$ cat src/rtl/fetch_unit_pkg.sv
// Shared types and constants for the byte-serial instruction fetch unit.
package fetch_unit_pkg;

    typedef enum logic [2:0] {
        VEC_LO,
        VEC_HI,
        FETCH_OP,
        FETCH_LO,
        FETCH_HI,
        HOLD
    } fetch_state_t;

    typedef logic [1:0] instr_len_t;

    localparam logic [15:0] DEFAULT_RESET_VECTOR = 16'hFFFC;

    // Redirects are not honoured until the reset vector has been loaded.
    function automatic logic is_vec_state(input fetch_state_t st);
        return (st == VEC_LO) || (st == VEC_HI);
    endfunction

endpackage

$ cat src/rtl/fetch_unit_if.sv
// Memory-read, redirect and decoder-bundle signals of the fetch unit.
interface fetch_unit_if;
    import fetch_unit_pkg::*;

    logic        mem_req_o;
    logic [15:0] mem_addr_o;
    logic        mem_rvalid_i;
    logic [7:0]  mem_rdata_i;
    logic        redirect_i;
    logic [15:0] redirect_pc_i;
    logic        valid_o;
    logic        ready_i;
    logic [7:0]  opcode_o;
    logic [15:0] data_o;
    logic [15:0] pc_o;
    instr_len_t  len_o;

    modport master (
        output mem_req_o, mem_addr_o, valid_o, opcode_o, data_o, pc_o, len_o,
        input  mem_rvalid_i, mem_rdata_i, redirect_i, redirect_pc_i, ready_i
    );

    modport slave (
        input  mem_req_o, mem_addr_o, valid_o, opcode_o, data_o, pc_o, len_o,
        output mem_rvalid_i, mem_rdata_i, redirect_i, redirect_pc_i, ready_i
    );

endinterface

$ cat src/rtl/fetch_unit_instr_len.sv
// Combinational instruction-length decode from the opcode byte (1..3 bytes).
module instr_len
    import fetch_unit_pkg::*;
(
    input  logic [7:0] opcode,
    output instr_len_t len
);

    logic [1:0] c;
    logic [2:0] b;

    assign c = opcode[1:0];
    assign b = opcode[4:2];

    always_comb begin
        len = 2'd1;
        if (c != 2'b11) begin
            case (b)
                3'b011, 3'b111: len = 2'd3;
                3'b110:         len = (c == 2'b01) ? 2'd3 : 2'd1;
                3'b001, 3'b101: len = 2'd2;
                3'b010:         len = (c == 2'b01) ? 2'd2 : 2'd1;
                3'b100:         len = (c == 2'b10) ? 2'd1 : 2'd2;
                default: begin
                    // b == 000: c=00 is a mix of implied, immediate and absolute forms
                    if (c != 2'b00)
                        len = 2'd2;
                    else if (opcode == 8'h20)
                        len = 2'd3;
                    else if (opcode == 8'hA0 || opcode == 8'hC0 || opcode == 8'hE0)
                        len = 2'd2;
                    else
                        len = 2'd1;
                end
            endcase
        end
    end

endmodule

$ cat src/rtl/fetch_unit.sv
// Byte-serial fetch: loads PC from the reset vector, then reads opcode and
// operand bytes one outstanding read at a time and presents a decoded bundle.
module fetch_unit
    import fetch_unit_pkg::*;
#(
    parameter logic [15:0] RESET_VECTOR = DEFAULT_RESET_VECTOR
) (
    input  logic         clk_i,
    input  logic         rst_i,
    fetch_unit_if.master bus
);

    fetch_state_t state_reg;
    logic [15:0]  pc_reg;
    logic [15:0]  mem_addr_reg;
    logic [15:0]  data_reg;
    logic [7:0]   opcode_reg;
    instr_len_t   len_reg;
    instr_len_t   op_len;
    logic         mem_req_reg;
    logic         valid_reg;
    logic         pending_reg;
    logic         drop_reg;
    logic         need_req_reg;

    logic         rsp_take;
    logic         handshake;
    logic         redirect_take;
    logic [15:0]  pc_plus1;
    logic [15:0]  pc_plus2;
    logic [15:0]  pc_next_seq;
    logic [15:0]  resume_addr;

    instr_len u_instr_len (
        .opcode (bus.mem_rdata_i),
        .len    (op_len)
    );

    assign rsp_take      = bus.mem_rvalid_i && pending_reg;
    assign handshake     = valid_reg && bus.ready_i;
    assign redirect_take = bus.redirect_i && !is_vec_state(state_reg);
    assign pc_plus1      = pc_reg + 16'd1;
    assign pc_plus2      = pc_reg + 16'd2;
    assign pc_next_seq   = pc_reg + {14'd0, len_reg};
    // A deferred request is either the very first vector read or a post-redirect opcode read.
    assign resume_addr   = (state_reg == VEC_LO) ? RESET_VECTOR : pc_reg;

    always_ff @(posedge clk_i or posedge rst_i) begin
        if (rst_i) begin
            state_reg    <= VEC_LO;
            pc_reg       <= 16'h0000;
            mem_addr_reg <= 16'h0000;
            data_reg     <= 16'h0000;
            opcode_reg   <= 8'h00;
            len_reg      <= 2'd0;
            mem_req_reg  <= 1'b0;
            valid_reg    <= 1'b0;
            pending_reg  <= 1'b0;
            drop_reg     <= 1'b0;
            need_req_reg <= 1'b1;
        end else begin
            mem_req_reg <= 1'b0;
            if (rsp_take)
                pending_reg <= 1'b0;

            if (redirect_take) begin
                pc_reg    <= bus.redirect_pc_i;
                valid_reg <= 1'b0;
                state_reg <= FETCH_OP;
                // A read still in flight must drain before the new opcode read may issue.
                if (pending_reg && !bus.mem_rvalid_i) begin
                    drop_reg     <= 1'b1;
                    need_req_reg <= 1'b1;
                end else begin
                    drop_reg     <= 1'b0;
                    need_req_reg <= 1'b0;
                    mem_req_reg  <= 1'b1;
                    mem_addr_reg <= bus.redirect_pc_i;
                    pending_reg  <= 1'b1;
                end
            end else if (need_req_reg) begin
                if (!pending_reg || bus.mem_rvalid_i) begin
                    drop_reg     <= 1'b0;
                    need_req_reg <= 1'b0;
                    mem_req_reg  <= 1'b1;
                    mem_addr_reg <= resume_addr;
                    pending_reg  <= 1'b1;
                end
            end else if (rsp_take) begin
                case (state_reg)
                    VEC_LO: begin
                        pc_reg[7:0]  <= bus.mem_rdata_i;
                        state_reg    <= VEC_HI;
                        mem_req_reg  <= 1'b1;
                        mem_addr_reg <= RESET_VECTOR + 16'd1;
                        pending_reg  <= 1'b1;
                    end
                    VEC_HI: begin
                        pc_reg[15:8] <= bus.mem_rdata_i;
                        state_reg    <= FETCH_OP;
                        mem_req_reg  <= 1'b1;
                        mem_addr_reg <= {bus.mem_rdata_i, pc_reg[7:0]};
                        pending_reg  <= 1'b1;
                    end
                    FETCH_OP: begin
                        opcode_reg <= bus.mem_rdata_i;
                        len_reg    <= op_len;
                        data_reg   <= 16'h0000;
                        if (op_len != 2'd1) begin
                            state_reg    <= FETCH_LO;
                            mem_req_reg  <= 1'b1;
                            mem_addr_reg <= pc_plus1;
                            pending_reg  <= 1'b1;
                        end else begin
                            state_reg <= HOLD;
                            valid_reg <= 1'b1;
                        end
                    end
                    FETCH_LO: begin
                        data_reg[7:0] <= bus.mem_rdata_i;
                        if (len_reg == 2'd3) begin
                            state_reg    <= FETCH_HI;
                            mem_req_reg  <= 1'b1;
                            mem_addr_reg <= pc_plus2;
                            pending_reg  <= 1'b1;
                        end else begin
                            state_reg <= HOLD;
                            valid_reg <= 1'b1;
                        end
                    end
                    FETCH_HI: begin
                        data_reg[15:8] <= bus.mem_rdata_i;
                        state_reg      <= HOLD;
                        valid_reg      <= 1'b1;
                    end
                    default: ;
                endcase
            end else if (handshake) begin
                valid_reg    <= 1'b0;
                pc_reg       <= pc_next_seq;
                state_reg    <= FETCH_OP;
                mem_req_reg  <= 1'b1;
                mem_addr_reg <= pc_next_seq;
                pending_reg  <= 1'b1;
            end
        end
    end

    assign bus.mem_req_o  = mem_req_reg;
    assign bus.mem_addr_o = mem_addr_reg;
    assign bus.valid_o    = valid_reg;
    assign bus.opcode_o   = opcode_reg;
    assign bus.data_o     = data_reg;
    assign bus.pc_o       = pc_reg;
    assign bus.len_o      = len_reg;

endmodule

$ cat src/flat_wrapper.sv
// flat-port wrapper written by rule: the top's interface ports become plain ports
module fetch_unit_flat import fetch_unit_pkg::*;
#(
    parameter logic [15:0] RESET_VECTOR = DEFAULT_RESET_VECTOR
)
  (clk_i, rst_i, bus_mem_req_o, bus_mem_addr_o, bus_valid_o, bus_opcode_o, bus_data_o, bus_pc_o, bus_len_o, bus_mem_rvalid_i, bus_mem_rdata_i, bus_redirect_i, bus_redirect_pc_i, bus_ready_i);
  fetch_unit_if bus_i ();
  input  logic clk_i;
  input  logic rst_i;
  output wire logic [$bits(bus_i.mem_req_o)-1:0] bus_mem_req_o;
  output wire logic [$bits(bus_i.mem_addr_o)-1:0] bus_mem_addr_o;
  output wire logic [$bits(bus_i.valid_o)-1:0] bus_valid_o;
  output wire logic [$bits(bus_i.opcode_o)-1:0] bus_opcode_o;
  output wire logic [$bits(bus_i.data_o)-1:0] bus_data_o;
  output wire logic [$bits(bus_i.pc_o)-1:0] bus_pc_o;
  output wire logic [$bits(bus_i.len_o)-1:0] bus_len_o;
  input wire logic [$bits(bus_i.mem_rvalid_i)-1:0] bus_mem_rvalid_i;
  input wire logic [$bits(bus_i.mem_rdata_i)-1:0] bus_mem_rdata_i;
  input wire logic [$bits(bus_i.redirect_i)-1:0] bus_redirect_i;
  input wire logic [$bits(bus_i.redirect_pc_i)-1:0] bus_redirect_pc_i;
  input wire logic [$bits(bus_i.ready_i)-1:0] bus_ready_i;
  assign bus_mem_req_o = bus_i.mem_req_o;
  assign bus_mem_addr_o = bus_i.mem_addr_o;
  assign bus_valid_o = bus_i.valid_o;
  assign bus_opcode_o = bus_i.opcode_o;
  assign bus_data_o = bus_i.data_o;
  assign bus_pc_o = bus_i.pc_o;
  assign bus_len_o = bus_i.len_o;
  assign bus_i.mem_rvalid_i = bus_mem_rvalid_i;
  assign bus_i.mem_rdata_i = bus_mem_rdata_i;
  assign bus_i.redirect_i = bus_redirect_i;
  assign bus_i.redirect_pc_i = bus_redirect_pc_i;
  assign bus_i.ready_i = bus_ready_i;
  fetch_unit #(.RESET_VECTOR(RESET_VECTOR)) u_core (.clk_i(clk_i), .rst_i(rst_i), .bus(bus_i));
endmodule
$ cat config.mk
export PLATFORM = sky130hd
export DESIGN_NAME = fetch_unit_flat
export DESIGN_NICKNAME = d
export VERILOG_FILES = /design/src/rtl/fetch_unit_pkg.sv /design/src/rtl/fetch_unit_if.sv /design/src/rtl/fetch_unit_instr_len.sv /design/src/rtl/fetch_unit.sv /design/src/flat_wrapper.sv
export SDC_FILE = /design/constraint.sdc
export NUM_CORES = 1
export LEC_CHECK = 0
export BUFFER_PORTS_ARGS = -buffer_cell sky130_fd_sc_hd__buf_4
export CAP_MARGIN = 20
export CORE_MARGIN = 2
export CORE_UTILIZATION = 60
export DETAILED_ROUTE_END_ITERATION = 6
export GPL_TIMING_DRIVEN = 0
export PLACE_DENSITY = 0.89
export SYNTH_ARGS = -nofsm -noshare
export SYNTH_HDL_FRONTEND = slang
export SYNTH_SLANG_ARGS = --single-unit
$ cat constraint.sdc
create_clock -name clk_i -period 3.7 [get_ports clk_i]
set_clock_uncertainty 0.1 [all_clocks]
set_input_delay 0.74 -clock clk_i [delete_from_list [all_inputs] [get_ports clk_i]]
set_output_delay 0.74 -clock clk_i [all_outputs]
set_load 0.01 [all_outputs]
==> results of run 1 <==
[layout by cell type, fill, tap and decap left out, drive strengths merged, types with 3 or more instances in the layout]
cell,instances
a21oi,45
a221oi,7
a22o,9
a31oi,15
and3,3
and4,3
buf,110
clkbuf,31
dfrtp,64
ha,4
inv,11
mux2,14
mux2i,6
nand2,57
nand2b,7
nand3,8
nand3b,3
nand4,10
nor2,57
nor2b,5
nor3,16
nor4,6
o211ai,8
o21a,4
o21ai,51
o221ai,3
o22a,4
o22ai,3
o311ai,3
o31ai,3
xnor2,9
xor2,12
[metrics by stage]
stage / setup WS (ns) / hold slack, ns / util (%) / cell area, um2
final: 0.5530 / 0.3412 / 74.84 / 5370
after global routing: 0.4642 / 0.3993 / 74.84 / 5370
after CTS: 0.7022 / 0.3658 / 74.84 / 5370
after detailed placement: 0.6615 / 0.3723 / 72.12 / 5175
after global placement: 0.5479 / 0.3643 / 71.84 / 5155
after floorplan: 1.235 / 0.4162 / - / 4393
[critical path: cells and delay by family, from the launching register on]
kind / cells / cell delay [ns]
compound gates: 3 / 0.79
xor+xnor: 1 / 0.32
simple gates: 1 / 0.50
fa+ha+maj: 2 / 0.67
flops: 1 / 0.57
buf+inv: 1 / 0.05
[synth_stat cells, drive strengths merged, types with 9 or more instances]
library cell,count
a31oi,15
mux2,14
dfrtp,64
nand4,10
a22o,9
inv,10
a21oi,45
xnor2,9
xor2,12
buf,24
nand2,57
nor2,57
clkbuf,21
o21ai,51
nor3,16
[metal layers]
layer	vias to the layer above	part of all wire [%]
li1	2116	-
met1	2347	38
met2	448	43
met3	97	14
met4	0	5.4
met5	-	0
[how the worst max path moves through the flow]
stage / start / endpoint / slack [ns] / depth (start not counted)
floorplan: rst_i / u_core.bus.data_o[0]$_DFFE_PP0P_ / 1.24 / 1
global placement: rst_i / u_core.bus.pc_o[12]$_DFFE_PP0P_ / 0.55 / 2
detailed placement: bus_mem_rvalid_i / u_core.bus.mem_addr_o[4]$_DFFE_PP0P_ / 0.66 / 7
CTS: u_core.bus.pc_o[0]$_DFFE_PP0P_ / u_core.bus.mem_addr_o[4]$_DFFE_PP0P_ / 0.70 / 8
global route: u_core.bus.pc_o[0]$_DFFE_PP0P_ / u_core.bus.pc_o[10]$_DFFE_PP0P_ / 0.46 / 8
finish: u_core.bus.pc_o[0]$_DFFE_PP0P_ / u_core.bus.mem_addr_o[4]$_DFFE_PP0P_ / 0.55 / 8
[cell families after synthesis]
group                    Yosys count  synth area share (%)
XOR/XNOR                          21                 4.187
AND/OR/NAND/NOR                  182                 19.94
multiplexers                      20                 4.956
AO/OA/AOI/OAI                    178                 26.43
adder cells (fa/ha/maj)            5                 1.595
flip-flops                        65                 37.06
buffers and inverters             55                 5.839
[where the power goes]
group / leakage [nW] / switching (W) / internal [W]
sequential: 0.787 / 0.000312 / 0.00103
clock: 0.0929 / 0.000310 / 0.000314
combinational: 1.40 / 0.00184 / 0.00124
[area by class of cell]
type	count	area (um2)	area share, %
Buffer	45	219.0	4.077
Clock buffer	10	127.6	2.377
Tap cell	99	123.9	2.307
Timing Repair Buffer	86	658.1	12.26
Inverter	10	37.54	0.6990
Multi-Input combinational cell	406	2509	46.71
Clock inverter	6	67.56	1.258
Sequential cell	65	1628	30.31
==> results.cfg, run 1 <==
[detailed_routing]
drt_first_pass_iters = 7
ant_nets = 0
drtIter0Drc = 799
drt-wirelength-per-cell_um = 22.82
routed_wl_um = 16590
via_count = 5008
via_per_inst = 6.889
drc = 0

[final_layout]
area_growth_pct = 22.24
instances_no_fill = 727
nFillCells = 554
drive_above_1_share_pct = 23.25
nets = 657
antenna_cells = 0

[global_route]
overflow = 0
globalRouteMet3Util_pct = 13.02
grtUsageTotal_pct = 42.64
grt_pass1_wl_um = 25060
grt_pass1_vias = 4505
grt_max_degree = 39
antenna_found_initial = 0
busiest_layer = met2
met2_usage_pct = 59.96
use_met1_pct = 59.41

[synth]
yosysTopAreaCellShare_pct = 36.46
yosysTopAreaCell = dfrtp_1
syn-cell-area_mm2 = 0.004393
async_flop_share_pct = 100.0
ys_seq_elements = 65
ys.flop_type = dfrtp_1
syn_inst = 526
avgSynthCellArea_um2 = 8.352
synth-edff-count = 0
synth_nets = 560
synth_cell_type_count = 69
ys.warnings.count = 0
ys_seq_area_share_pct = 37.05
synthTopCellsByArea = dfrtp_1, o21ai_0, a21oi_1

[status]
status = finished, final reports clean

[power_and_ir_drop]
p_leak_nw = 2.278
total_power_w = 0.005044
pwr_density_cell_mw_per_mm2 = 939.3
peakVddDrop_mv = 0.5616

[clock_tree]
clk_latency_ns = 0.37
clk_path_buf_depth = 2
clk_pin_slew_ns = 0.09
cts_sinks = 65
cts_tree = done
cts_resized = 0
root_buffer = clkbuf_8
postCtsHoldBufs = 0
cts_max_level = 3
postCtsSetupBuffers = 0
cts-buffers-inserted = 9

[worst_setup_path]
cp-end-kind = flip-flop
r2r-end = u_core.bus.mem_addr_o[4]$_DFFE_PP0P_
max_stage_delay_ns = 0.57
rr_worst_depth = 8
worst-setup-path-type = flip-flop to flip-flop
worst_path_most_repeated_cell = a21oi_1
worstPathArrival_ns = 3.27
slowest_stage = dfrtp_1
crit_chain = ha_1 -> inv_1 -> fa_1 -> nand3b_1 -> xor2_1 -> a21oi_1 -> a221oi_1 -> a21oi_1
crit_required_ns = 3.82
reg2reg_from = u_core.bus.pc_o[0]$_DFFE_PP0P_
rrSetupSlack_ns = 0.55
critical_path.max_fanout = 10
worst_setup_path_start_kind = flip-flop

[sta]
slew_headroom_pct = 43.53
final_hold_viol_count = 0
setup_viol = 0
tns_ns = 0
slew_violations = 0
rsz0062_at_grt = no
fin_crit_ns = 3.147
worstMarginPinSlew_ns = 0.8470
max_freq_ghz = 0.3178
finalCritPeriodShare_pct = 85.05

[place]
port_buffers = 85
place_hpwl_um = 12080
place_inst = 711
place.gp.congestion = 1.074

[floorplanning]
die_area_mm2 = 0.008022
core-area_mm2 = 0.007176
start_util_pct = 61.22
die_x_um = 89.57
row_count = 31
num_io_pins = 89
fp.dieH_um = 89.57

[worst_hold_path]
hold_path_class = input pin to async pin

[flow_run]
cap_violations = 0
(Power assumes the default switching activity.)
==> run 2: changes to the inputs <==
BUFFER_PORTS_ARGS = -buffer_cell sky130_fd_sc_hd__buf_2   (was -buffer_cell sky130_fd_sc_hd__buf_4)
CELL_PAD_IN_SITES_DETAIL_PLACEMENT = 0   (was unset)
CELL_PAD_IN_SITES_GLOBAL_PLACEMENT = 1   (was unset)
CORE_UTILIZATION = 44   (was 60)
PLACE_DENSITY = unset   (was 0.89)
PLACE_DENSITY_LB_ADDON = 0.05   (was unset)
==> run 2 against run 1 <==
Net effect: critical path depth unchanged; power down 4.7%; combinational power down 6%; non-clock buffer count stayed put; sequential power fell by 3%; clock-buffer cell count increased by 1; core utilization is 22 points lower; first-iteration DRC count shrank 47%; hold slack lost 0.015 ns; clock power fell by 3%; final cell count is 4.4% higher; die area up 35%; largest cell class unchanged.
==> results.cfg, run 2 (same netlist as run 1, synthesis figures left out) <==
[status]
status = finished, final reports clean

[clock_tree]
cts-buffers-inserted = 9
cts_sinks = 65
cts_resized = 0
postCtsSetupBuffers = 0
clk_pin_slew_ns = 0.07
cts_tree = done
cts_max_level = 3
root_buffer = clkbuf_8
postCtsHoldBufs = 0
clk_path_buf_depth = 2
clk_latency_ns = 0.35

[detailed_routing]
routed_wl_um = 16960
drt-wirelength-per-cell_um = 22.34
drc = 0
drt_first_pass_iters = 5
drtIter0Drc = 421
via_count = 4624
via_per_inst = 6.092
ant_nets = 0

[worst_setup_path]
worstPathArrival_ns = 3.11
worst-setup-path-type = flip-flop to flip-flop
cp-end-kind = flip-flop
worst_setup_path_start_kind = flip-flop
crit_required_ns = 3.83
critical_path.max_fanout = 10

[power_and_ir_drop]
combPwrFrac_pct = 60.3
p_sw_w = 0.002383
peakVddDrop_mv = 0.4430
internal_power_w = 0.002426
seq_power_share_pct = 27.1
p_sw_share_pct = 49.56
p_leak_nw = 2.216
pwr_density_cell_mw_per_mm2 = 926.9
clockPowerShare_pct = 12.6

[floorplanning]
die_x_um = 103.9
fp.dieH_um = 103.9
core-area_mm2 = 0.009729
row_count = 36
start_util_pct = 45.15
num_io_pins = 89
die_area_mm2 = 0.01080

[place]
place.gp.congestion = 0.9837
port_buffers = 85
place_inst = 745
place_hpwl_um = 12350

[final_layout]
nets = 657
final_common_cell = buf_2
nFillCells = 996
final_cell_mix = buf_2, dfrtp_1, nor2_1, nand2_1, o21ai_0
antenna_cells = 0
area_growth_pct = 18.11
instances_no_fill = 759
drive_above_1_share_pct = 23.00

[sta]
slew_violations = 0
fin_crit_ns = 2.983
slew_headroom_pct = 37.66
rsz0062_at_grt = no
final_hold_viol_count = 0
max_freq_ghz = 0.3352
finalCritPeriodShare_pct = 80.63
tns_ns = 0
worstMarginPinSlew_ns = 0.9271
setup_viol = 0

[global_route]
grt_pass1_wl_um = 26100
overflow = 0
grt_max_degree = 43
grt_pass1_vias = 4395
grtUsageTotal_pct = 31.68
antenna_found_initial = 0

[worst_hold_path]
hold_path_class = input pin to async pin

[flow_run]
cap_violations = 0
-- run 2: cell count changes in the layout (fill, tap and decap cells not counted), sizes merged --
cell | previous run | this run
clkinv | 2 | 1
inv | 11 | 10
clkbuf | 31 | 32
clkinvlp | 2 | 1
-- run 2: layout make-up --
cell class	instances	area (um2)	area share, %
multi-input combinational	406	2509	48.35
inverter	10	37.54	0.7234
tap	133	166.4	3.207
clock buffer	11	141.4	2.725
buffer	45	219.0	4.220
sequential	65	1628	31.37
timing repair buffer	86	445.4	8.585
clock inverter	3	42.54	0.8199
-- run 2: worst paths after layout --
check	startpoint	endpoint	slack [ns]	cells after the start
min in group clk_i	u_core.bus.data_o[0]$_DFFE_PP0P_	u_core.bus.data_o[0]$_DFFE_PP0P_	0.38	2
max reg2reg	u_core.bus.pc_o[0]$_DFFE_PP0P_	u_core.bus.mem_addr_o[4]$_DFFE_PP0P_	0.72	8
max	u_core.bus.pc_o[0]$_DFFE_PP0P_	u_core.bus.mem_addr_o[4]$_DFFE_PP0P_	0.72	8
max in group asynchronous	rst_i	u_core.need_req_reg$_DFF_PP1_	2.50	3
min	rst_i	u_core.bus.mem_addr_o[4]$_DFFE_PP0P_	0.33	2
min reg2reg	u_core.bus.data_o[0]$_DFFE_PP0P_	u_core.bus.data_o[0]$_DFFE_PP0P_	0.38	2
-- run 2: power groups by stage --
stage | clock network [W] | registers [W] | logic [W]
after floorplan | 0 | 0.00140 | 0.00173
after global placement | 0 | 0.00129 | 0.00281
after detailed placement | 0 | 0.00131 | 0.00283
after CTS | 0.000612 | 0.00130 | 0.00284
after global routing | 0.000636 | 0.00135 | 0.00313
final | 0.000606 | 0.00130 | 0.00290
-- run 2: through the flow --
stage	setup WS (ns)	total power (W)	util (%)	hold WS (ns)	area, um2
final	0.7168	0.004810	53.33	0.3260	5189
after global routing	0.5667	0.005115	53.33	0.3892	5189
after CTS	0.7548	0.004750	53.33	0.3398	5189
after detailed placement	0.6394	0.004138	51.44	0.3659	5005
after global placement	0.4474	0.004101	51.23	0.3571	4985
after floorplan	1.235	0.003129	-	0.4162	4393
-- run 2: worst max-delay path: stages, from the launching register on --
cell and delay, ns:
dfrtp_1 0.57, ha_1 0.24, inv_1 0.05, fa_1 0.41, nand3b_1 0.45, xor2_1 0.30
a21oi_1 0.10, a221oi_1 0.50, a21oi_1 0.13
-- run 2: routing by layer --
metal	share of wire (%)	vias to the layer above	wire length, um	track usage (%)
met5	0	-	0	0
met4	1.9	0	325	11.49
met3	7.7	29	1303	5.201
met2	44	242	7513	47.42
met1	46	2230	7815	46.22
li1	-	2123	-	-
